===== src/rtl/alu_reservation_station.sv =====
// Reservation station feeding the integer ALU: holds dispatched ops, snoops the CDB, issues the oldest ready entry.
// Build option: define RS_CDB_BYPASS_EN to let a CDB broadcast complete an entry and issue it in the same cycle.
module alu_reservation_station #(
  parameter int DATA_WIDTH   = 32,
  parameter int TAG_WIDTH    = 6,
  parameter int NUM_ENTRIES  = 8,
  parameter int OPCODE_WIDTH = 7,
  parameter int FUNCT3_WIDTH = 3,
  parameter int FUNCT7_WIDTH = 7
) (
  input  logic                          clk,
  input  logic                          rst_n,
  input  logic                          flush,
  input  logic                          disp_valid,
  output logic                          disp_ready,
  input  logic [OPCODE_WIDTH-1:0]       disp_opcode,
  input  logic [FUNCT3_WIDTH-1:0]       disp_funct3,
  input  logic [FUNCT7_WIDTH-1:0]       disp_funct7,
  input  logic                          disp_src1_rdy,
  input  logic                          disp_src2_rdy,
  input  logic [TAG_WIDTH-1:0]          disp_src1_tag,
  input  logic [TAG_WIDTH-1:0]          disp_src2_tag,
  input  logic [DATA_WIDTH-1:0]         disp_src1_val,
  input  logic [DATA_WIDTH-1:0]         disp_src2_val,
  input  logic [TAG_WIDTH-1:0]          disp_dst_tag,
  input  logic                          cdb_valid,
  input  logic [TAG_WIDTH-1:0]          cdb_tag,
  input  logic [DATA_WIDTH-1:0]         cdb_val,
  output logic                          iss_valid,
  input  logic                          iss_ready,
  output logic [DATA_WIDTH-1:0]         iss_operand1,
  output logic [DATA_WIDTH-1:0]         iss_operand2,
  output logic [OPCODE_WIDTH-1:0]       iss_opcode,
  output logic [FUNCT3_WIDTH-1:0]       iss_funct3,
  output logic [FUNCT7_WIDTH-1:0]       iss_funct7,
  output logic [TAG_WIDTH-1:0]          iss_dst_tag,
  output logic [$clog2(NUM_ENTRIES):0]  occupancy
);

  localparam int IDX_W = $clog2(NUM_ENTRIES);
  localparam int OCC_W = IDX_W + 1;

`ifdef RS_CDB_BYPASS_EN
  localparam bit BYPASS = 1'b1;
`else
  localparam bit BYPASS = 1'b0;
`endif

  typedef struct packed {
    logic                    valid;
    logic [OPCODE_WIDTH-1:0] opcode;
    logic [FUNCT3_WIDTH-1:0] funct3;
    logic [FUNCT7_WIDTH-1:0] funct7;
    logic [TAG_WIDTH-1:0]    dst_tag;
    logic                    src1_rdy;
    logic [TAG_WIDTH-1:0]    src1_tag;
    logic [DATA_WIDTH-1:0]   src1_val;
    logic                    src2_rdy;
    logic [TAG_WIDTH-1:0]    src2_tag;
    logic [DATA_WIDTH-1:0]   src2_val;
    logic [IDX_W-1:0]        age;
  } entry_t;

  entry_t            ent_q [NUM_ENTRIES];
  logic [OCC_W-1:0]  occ_q;
  logic              hold_q;
  logic [IDX_W-1:0]  hold_idx_q;

  logic [NUM_ENTRIES-1:0] cand;
  logic                   sel_found;
  logic [IDX_W-1:0]       sel_idx;
  logic [IDX_W-1:0]       sel_age;
  logic [IDX_W-1:0]       free_idx;
  logic [DATA_WIDTH-1:0]  sel_op1;
  logic [DATA_WIDTH-1:0]  sel_op2;
  logic                   disp_fire;
  logic                   iss_fire;
  logic                   disp_hit1;
  logic                   disp_hit2;

  // Handshakes: a transfer happens on a rising edge where valid and ready are both 1;
  // once valid is raised the presented payload holds until that edge (ready never depends on valid).
  assign disp_ready = rst_n && (occ_q < OCC_W'(NUM_ENTRIES));
  assign disp_fire  = disp_valid && disp_ready && !flush;
  assign iss_fire   = iss_valid && iss_ready;
  assign occupancy  = occ_q;

  assign disp_hit1 = cdb_valid && !disp_src1_rdy && (disp_src1_tag == cdb_tag);
  assign disp_hit2 = cdb_valid && !disp_src2_rdy && (disp_src2_tag == cdb_tag);

  always_comb begin
    for (int i = 0; i < NUM_ENTRIES; i++) begin
      cand[i] = ent_q[i].valid
        && (ent_q[i].src1_rdy || (BYPASS && cdb_valid && ent_q[i].src1_tag == cdb_tag))
        && (ent_q[i].src2_rdy || (BYPASS && cdb_valid && ent_q[i].src2_tag == cdb_tag));
    end
  end

  // Oldest candidate wins, unless an entry was presented and stalled: it stays put until taken.
  always_comb begin
    sel_found = 1'b0;
    sel_idx   = '0;
    sel_age   = '0;
    for (int i = 0; i < NUM_ENTRIES; i++) begin
      if (cand[i] && (!sel_found || ent_q[i].age > sel_age)) begin
        sel_found = 1'b1;
        sel_idx   = IDX_W'(i);
        sel_age   = ent_q[i].age;
      end
    end
    if (hold_q) begin
      sel_found = 1'b1;
      sel_idx   = hold_idx_q;
    end
    sel_age = ent_q[sel_idx].age;
    sel_op1 = ent_q[sel_idx].src1_val;
    sel_op2 = ent_q[sel_idx].src2_val;
    if (BYPASS && !ent_q[sel_idx].src1_rdy) sel_op1 = cdb_val;
    if (BYPASS && !ent_q[sel_idx].src2_rdy) sel_op2 = cdb_val;
  end

  always_comb begin
    free_idx = '0;
    for (int i = NUM_ENTRIES - 1; i >= 0; i--) begin
      if (!ent_q[i].valid) free_idx = IDX_W'(i);
    end
  end

  assign iss_valid    = sel_found;
  assign iss_operand1 = sel_found ? sel_op1 : '0;
  assign iss_operand2 = sel_found ? sel_op2 : '0;
  assign iss_opcode   = sel_found ? ent_q[sel_idx].opcode  : '0;
  assign iss_funct3   = sel_found ? ent_q[sel_idx].funct3  : '0;
  assign iss_funct7   = sel_found ? ent_q[sel_idx].funct7  : '0;
  assign iss_dst_tag  = sel_found ? ent_q[sel_idx].dst_tag : '0;

  always_ff @(posedge clk) begin
    if (!rst_n || flush) begin
      for (int i = 0; i < NUM_ENTRIES; i++) ent_q[i].valid <= 1'b0;
      occ_q      <= '0;
      hold_q     <= 1'b0;
      hold_idx_q <= '0;
    end else begin
      for (int i = 0; i < NUM_ENTRIES; i++) begin
        if (ent_q[i].valid) begin
          if (iss_fire && sel_idx == IDX_W'(i)) begin
            ent_q[i].valid <= 1'b0;
          end else begin
            if (cdb_valid && !ent_q[i].src1_rdy && ent_q[i].src1_tag == cdb_tag) begin
              ent_q[i].src1_rdy <= 1'b1;
              ent_q[i].src1_val <= cdb_val;
            end
            if (cdb_valid && !ent_q[i].src2_rdy && ent_q[i].src2_tag == cdb_tag) begin
              ent_q[i].src2_rdy <= 1'b1;
              ent_q[i].src2_val <= cdb_val;
            end
            // Ages are kept as a dense rank so they stay unique and never wrap.
            ent_q[i].age <= ent_q[i].age + IDX_W'(disp_fire)
                          - IDX_W'(iss_fire && ent_q[i].age > sel_age);
          end
        end else if (disp_fire && free_idx == IDX_W'(i)) begin
          ent_q[i].valid    <= 1'b1;
          ent_q[i].opcode   <= disp_opcode;
          ent_q[i].funct3   <= disp_funct3;
          ent_q[i].funct7   <= disp_funct7;
          ent_q[i].dst_tag  <= disp_dst_tag;
          ent_q[i].src1_rdy <= disp_src1_rdy || disp_hit1;
          ent_q[i].src1_tag <= disp_src1_tag;
          ent_q[i].src1_val <= disp_hit1 ? cdb_val : disp_src1_val;
          ent_q[i].src2_rdy <= disp_src2_rdy || disp_hit2;
          ent_q[i].src2_tag <= disp_src2_tag;
          ent_q[i].src2_val <= disp_hit2 ? cdb_val : disp_src2_val;
          ent_q[i].age      <= '0;
        end
      end
      case ({disp_fire, iss_fire})
        2'b10:   occ_q <= occ_q + 1'b1;
        2'b01:   occ_q <= occ_q - 1'b1;
        default: occ_q <= occ_q;
      endcase
      hold_q     <= iss_valid && !iss_ready;
      hold_idx_q <= sel_idx;
    end
  end

endmodule


===== config.mk =====
export PLATFORM = sky130hd
export DESIGN_NAME = alu_reservation_station
export DESIGN_NICKNAME = d
export VERILOG_FILES = /design/src/rtl/alu_reservation_station.sv
export SDC_FILE = /design/constraint.sdc
export NUM_CORES = 1
export LEC_CHECK = 0
export CAP_MARGIN = 20
export CORE_MARGIN = 3
export CORE_UTILIZATION = 45
export CTS_CLUSTER_DIAMETER = 100
export DETAILED_ROUTE_END_ITERATION = 8
export GPL_TIMING_DRIVEN = 0
export PLACE_DENSITY = 0.6
export SYNTH_ARGS = -nofsm -noshare
export SYNTH_HDL_FRONTEND = slang
export SYNTH_SLANG_ARGS = --single-unit

===== constraint.sdc =====
create_clock -name clk -period 26.5 [get_ports clk]
set_input_delay 3.975 -clock clk [delete_from_list [all_inputs] [get_ports clk]]
set_output_delay 3.975 -clock clk [all_outputs]
set_load 0.01 [all_outputs]

; ---- Word level (Yosys, flattened, before mapping)
; Memories as Yosys holds them, arrays and structs flattened.
; Index checks and enable logic that the tools add are counted.
[word_totals]
ramBits = 840
inputBits = 145
mem_count = 1
reg_bits = 8
wordCells = 532
[op_classes]
muxes = 275
bitwise = 56
magnitude_cmp = 16
reduce_logical = 129
n_eq_ne = 34
n_addsub = 18
[mem_list]
columns = memory, depth, width, rd, rd_clocked_by_memory_dff, wr, line_no
row1 = ent_q, 8, 105, 9, 0, 8, 64  ; entry_t ent_q [NUM_ENTRIES];
[op_table]
columns = cell, n
row1 = 32-bit 2-to-1 mux, 20
row2 = 1-bit 2-to-1 mux, 220
row3 = 6-bit equality test, 18
row4 = 3-bit 2-to-1 mux, 31
row5 = 1-bit logical AND, 88
row6 = 1-bit OR, 56
row7 = 3-bit > comparator, 15
row8 = 1-bit logical NOT, 28
row9 = 3-bit by 1-bit adder with 3-bit output, 8
row10 = "3-bit equality test, second input constant", 8
row11 = 3-bit by 1-bit subtractor with 3-bit output, 8
row12 = 7-bit 2-to-1 mux, 2
row13 = "3-bit by 2-bit equality test with 1-bit output, second input constant", 4
row14 = 1-bit logical OR, 10
row15 = 4-bit case mux with 2 select lines, 1
row16 = "3-bit by 1-bit equality test with 1-bit output, second input constant", 2
row17 = 3-bit logical NOT, 2
row18 = 6-bit 2-to-1 mux, 1
row19 = "4-bit by 1-bit adder with 4-bit output, second input constant", 1
row20 = "4-bit < comparator, second input constant", 1
row21 = "4-bit by 1-bit subtractor with 4-bit output, second input constant", 1
row22 = "2-bit by 1-bit equality test with 1-bit output, second input constant", 1
row23 = "2-bit equality test, second input constant", 1
row24 = 2-bit nonzero test, 1

; ---- Logic depth before layout (Yosys ltp)
; An unclocked memory read counts as a cell.
[depth]
word_depth = 41
depth_mapped = 64
mapped_depth_nobuf = 60

; ---- Least setup slack after synthesis
; OpenSTA, ideal clock, no wires.
[synth_timing]
path_type = register to output
from = memory ent_q[0][104] (netlist bit)
to = output iss_dst_tag[3]
setup_slack_ps = 12444
t_arrival_ps = 10081
path_stages_with_launch = 49
n_path_buf = 4
path_cell_list = edfxtp_1 -> and3_1 -> buf_2 -> nand2_1 -> ha_1 -> a21oi_1 -> a21oi_1 -> o21ai_0 -> mux2i_1 -> inv_1 -> ha_1 -> and3b_1 -> o21ai_0 -> o21ba_2 -> mux2_2 -> ha_1 -> and3_1 -> a21oi_1 -> [13 not listed] -> nor2b_1 -> o21a_1 -> o21ai_0 -> a21o_1 -> mux2_2 -> ha_1 -> nand3b_1 -> nand2_1 -> a31oi_1 -> a31oi_1 -> a31oi_1 -> buf_2 -> clkbuf_1 -> clkbuf_1 -> nand2_1 -> nand3_1 -> nand3_1 -> a21oi_1
[synth_rtl]
columns = element, line_no
row1 = "start, declared", 64
row2 = "end, declared", 36  ; output logic [TAG_WIDTH-1:0] iss_dst_tag,

==> metrics.md <==
| Metric | Value |
|---|---|
| Status | finished clean |
| Worst-Margin Slew | ~1.3 ns |
| Htree depth | 3 |
| Final Cycle Share | a little under three quarters |
| Initial antenna violation count | 15 |
| Setup violations, final | 0 |
| Syn Inst Count | between 3k and 4k |
| Clock buffer depth | 3 |
| Mapped Nets | between 3k and 4k |
| Die ar. | approximately 98000 µm² |
| Avg Inst Size Synth | approximately 12 µm² |
| Top_reg_cell synth | edfxtp_1 |
| Top Family by Delay on Critical Path | compound AO/OA/AOI/OAI gates |
| P_leak | roughly 17 nW |
| Most used standard cell by instance count after synthesis | edfxtp_1 |
| Pwr dens | between 50 and 60 nW/µm² |
| Layout cells sized above 1 | a little under 20% |
| Average routed wire per standard cell | 29.4 µm |
| Critical path class | flop to output port |
| Root Driver | clkbuf_16 |
| Count of cell types in the netlist | 64 |
| Area leader, netlist | edfxtp_1 |
| Number of synthesized flops with an enable pin | 840 |
| Flop-to-flop setup slack | roughly 11 ns |
| Routed wire length | roughly 150000 µm |
| Worst Setup Slack, final | 7.46 ns |
| Final nets | 3984 |
| Slowest CP cell | clkbuf_1 |
| WHS Path Cells | 2 |
| Tmin final | roughly 19 ns |
| Total Routing Usage GR | 30.1% |
| Io pins | around 240 |
| Reg2Reg Launch Point | ent_q[0][104] |
| Largest net degree at the start of global routing | 45 |
| CTS tree | built |
| Core region area | between 90000 and 100000 µm² |
| Post-route ant nets | 0 |
| CP bufs+invs | 5 |
| Clk pin slew, worst setup/hold paths | 0.06 ns |
| Crit. End Element | output port |
| Vias | 30.7k |
| Startpoint types | flop |
| CP required | 22.52 ns |
| Top cells by area, synth | edfxtp_1 (60%), mux2_2 (14%), nand2_1 (5.4%) |
| Worst R2R Path Depth | 61 |
| Crit path max fanout | 10 |
| Setup bufs post-CTS | 0 |
| Gpl congestion | 0.917 |
| Max stage delay on crit path | approximately 0.95 ns |
| Vias in the first global route | roughly 29k |
| Cts-stage hold buffer count | 0 |
| Crit-path most repeated cell | ha_1 |
| DRC Markers | 0 |
| Final Hold Viols | 0 |
| VDD IR max | roughly 0.047 mV |
| Global route overflow | 0 |
| Synth Register Bits | ~850 |
| First-pass GRT wire length | between 200000 and 250000 µm |
| Commonest cells in the netlist | edfxtp_1 (840), nand2_1 (611), mux2_2 (526) |
| Final Power | a little under 0.003 W |
| PortBufs | between 200 and 250 |
| CTS Sinks | about 850 |
| Hold Path Origin | occupancy[2] |
| Die Y | about 310 µm |
| Place WS | ~8.5 ns |
| 1st-iter DRT viols | between 4k and 5k |
| Async SR Flop Fraction | 0% |
| Synth warn | 0 |
| Worst skew pair latency | a little under 0.7 ns |
| RSZ-0062 raised after global routing | false |
| Max_cap viols | 0 |
| Row count | 111 |
| Starting density of the core | between 40 and 50% |
| Worst slew margin | about 15% |
| Drt first pass iters | 6 |
| Final Skew | ~0.032 ns |
| Vias per std cell | 6.02 |
| CP Data Arrival Time | between 15 and 20 ns |
| Seq/Total Area, Yosys | 60.0% |
| Fin. max-slew vios | 0 |
| Fmax | ~53 MHz |
| Hold endpoint | occupancy[2] |
| PostCTS Resize Cnt | 0 |
| Setup TNS | 0 ns |
| Post-synthesis cell area | approximately 42000 µm² |
| Top cell type's share of synthesized area | about three fifths |
| Die W | 313 µm |
| FF-to-FF End | ent_q[4][2] |
| Min-Delay Path Class | flop to flop |
| Post-DP HPWL | roughly 100000 µm |
| Area delta synth->final | 18.4% |
| Hold slack | around 0.53 ns |
| Total CTS buffers | 94 |
## layout make-up
cell class	instances	area, µm²
repair buffers	266	2960
plain buffers	255	1010
well taps	1243	1560
flip-flops and latches	848	25400
inverters	66	248
clock inverters	63	609
fillers	7972	42400
multi-input cells	2243	15800
clock buffers	112	2440
diodes	12	30.0
## worst max path at each step
stage,start,to,slack (ns),cells past startpoint
finish,ent_q[0][104],iss_operand2[25],7.46,46
global route,ent_q[0][104],iss_operand2[25],6.79,46
floorplan,ent_q[0][104],iss_dst_tag[3],12.44,48
detailed placement,ent_q[0][104],iss_operand2[25],8.52,46
CTS,ent_q[0][104],iss_operand2[25],7.80,46
global placement,rst_n,ent_q[5][8],8.49,10
## metrics by stage
stage | cells | cell area (µm²) | util, %
final | 5108 | 50100 | 54.1
after CTS | 5095 | 50000 | 54.1
after detailed placement | 4920 | 47000 | 50.8
after floorplan | 3412 | 42300 | -
after global placement | 4885 | 46200 | 49.9
after global routing | 5102 | 50100 | 54.1
## routing by layer
metal | track usage [%] | vias to the layer above | routed length [µm]
li1 | - | 13358 | -
met1 | 41.8 | 15308 | 61000
met2 | 45.9 | 1712 | 66800
met3 | 6.02 | 358 | 15000
met4 | 13.0 | 4 | 7150
met5 | 0 | - | 21
## state kept, by name, indices dropped and copies added (netlist names)
register    flops
hold_q          1
occupancy       4
hold_idx_q      3
ent_q         840
## cell families (layout without fill, tap and decap cells)
| logic type | count (synthesis) | after routing | synth area share [%] |
|---|---|---|---|
| AO/OA/AOI/OAI | 297 | 297 | 4.90 |
| XOR/XNOR | 127 | 127 | 2.63 |
| adder cells (fa/ha/maj) | 65 | 65 | 2.08 |
| buffers and inverters | 321 | 762 | 2.94 |
| flip-flops | 848 | 848 | 60.0 |
| multiplexers | 570 | 570 | 15.1 |
| other | 0 | 12 | 0 |
| AND/OR/NAND/NOR | 1184 | 1184 | 12.4 |
## worst reg2reg max path: cells and delay by family, from the launching register on
kind / cells / cell delay [ns]
simple gates: 14 / 2.22
buf+inv: 6 / 1.94
mux: 6 / 2.21
xor+xnor: 2 / 0.32
flops: 1 / 0.46
compound gates: 22 / 5.15
fa+ha+maj: 11 / 3.34
## power by group
| group | internal, W | switching [W] |
|---|---|---|
| logic | 0.0000680 | 0.0000782 |
| clock network | 0.000748 | 0.000566 |
| registers | 0.00148 | 0.00000306 |
## layout by cell type (no fill, tap or decap), drive strengths merged, types with 47 or more instances in the layout
cell,Yosys,final
xnor2,47,47
nor2,59,59
a21oi,77,77
o211ai,79,79
nand3,395,395
buf,105,141
clkbuf,150,262
nand2,613,613
xor2,80,80
ha,56,56
mux2,527,527
clkdlybuf4s50,0,230
inv,66,69
edfxtp,840,840
Note: power is estimated with default switching activity, not from simulation.
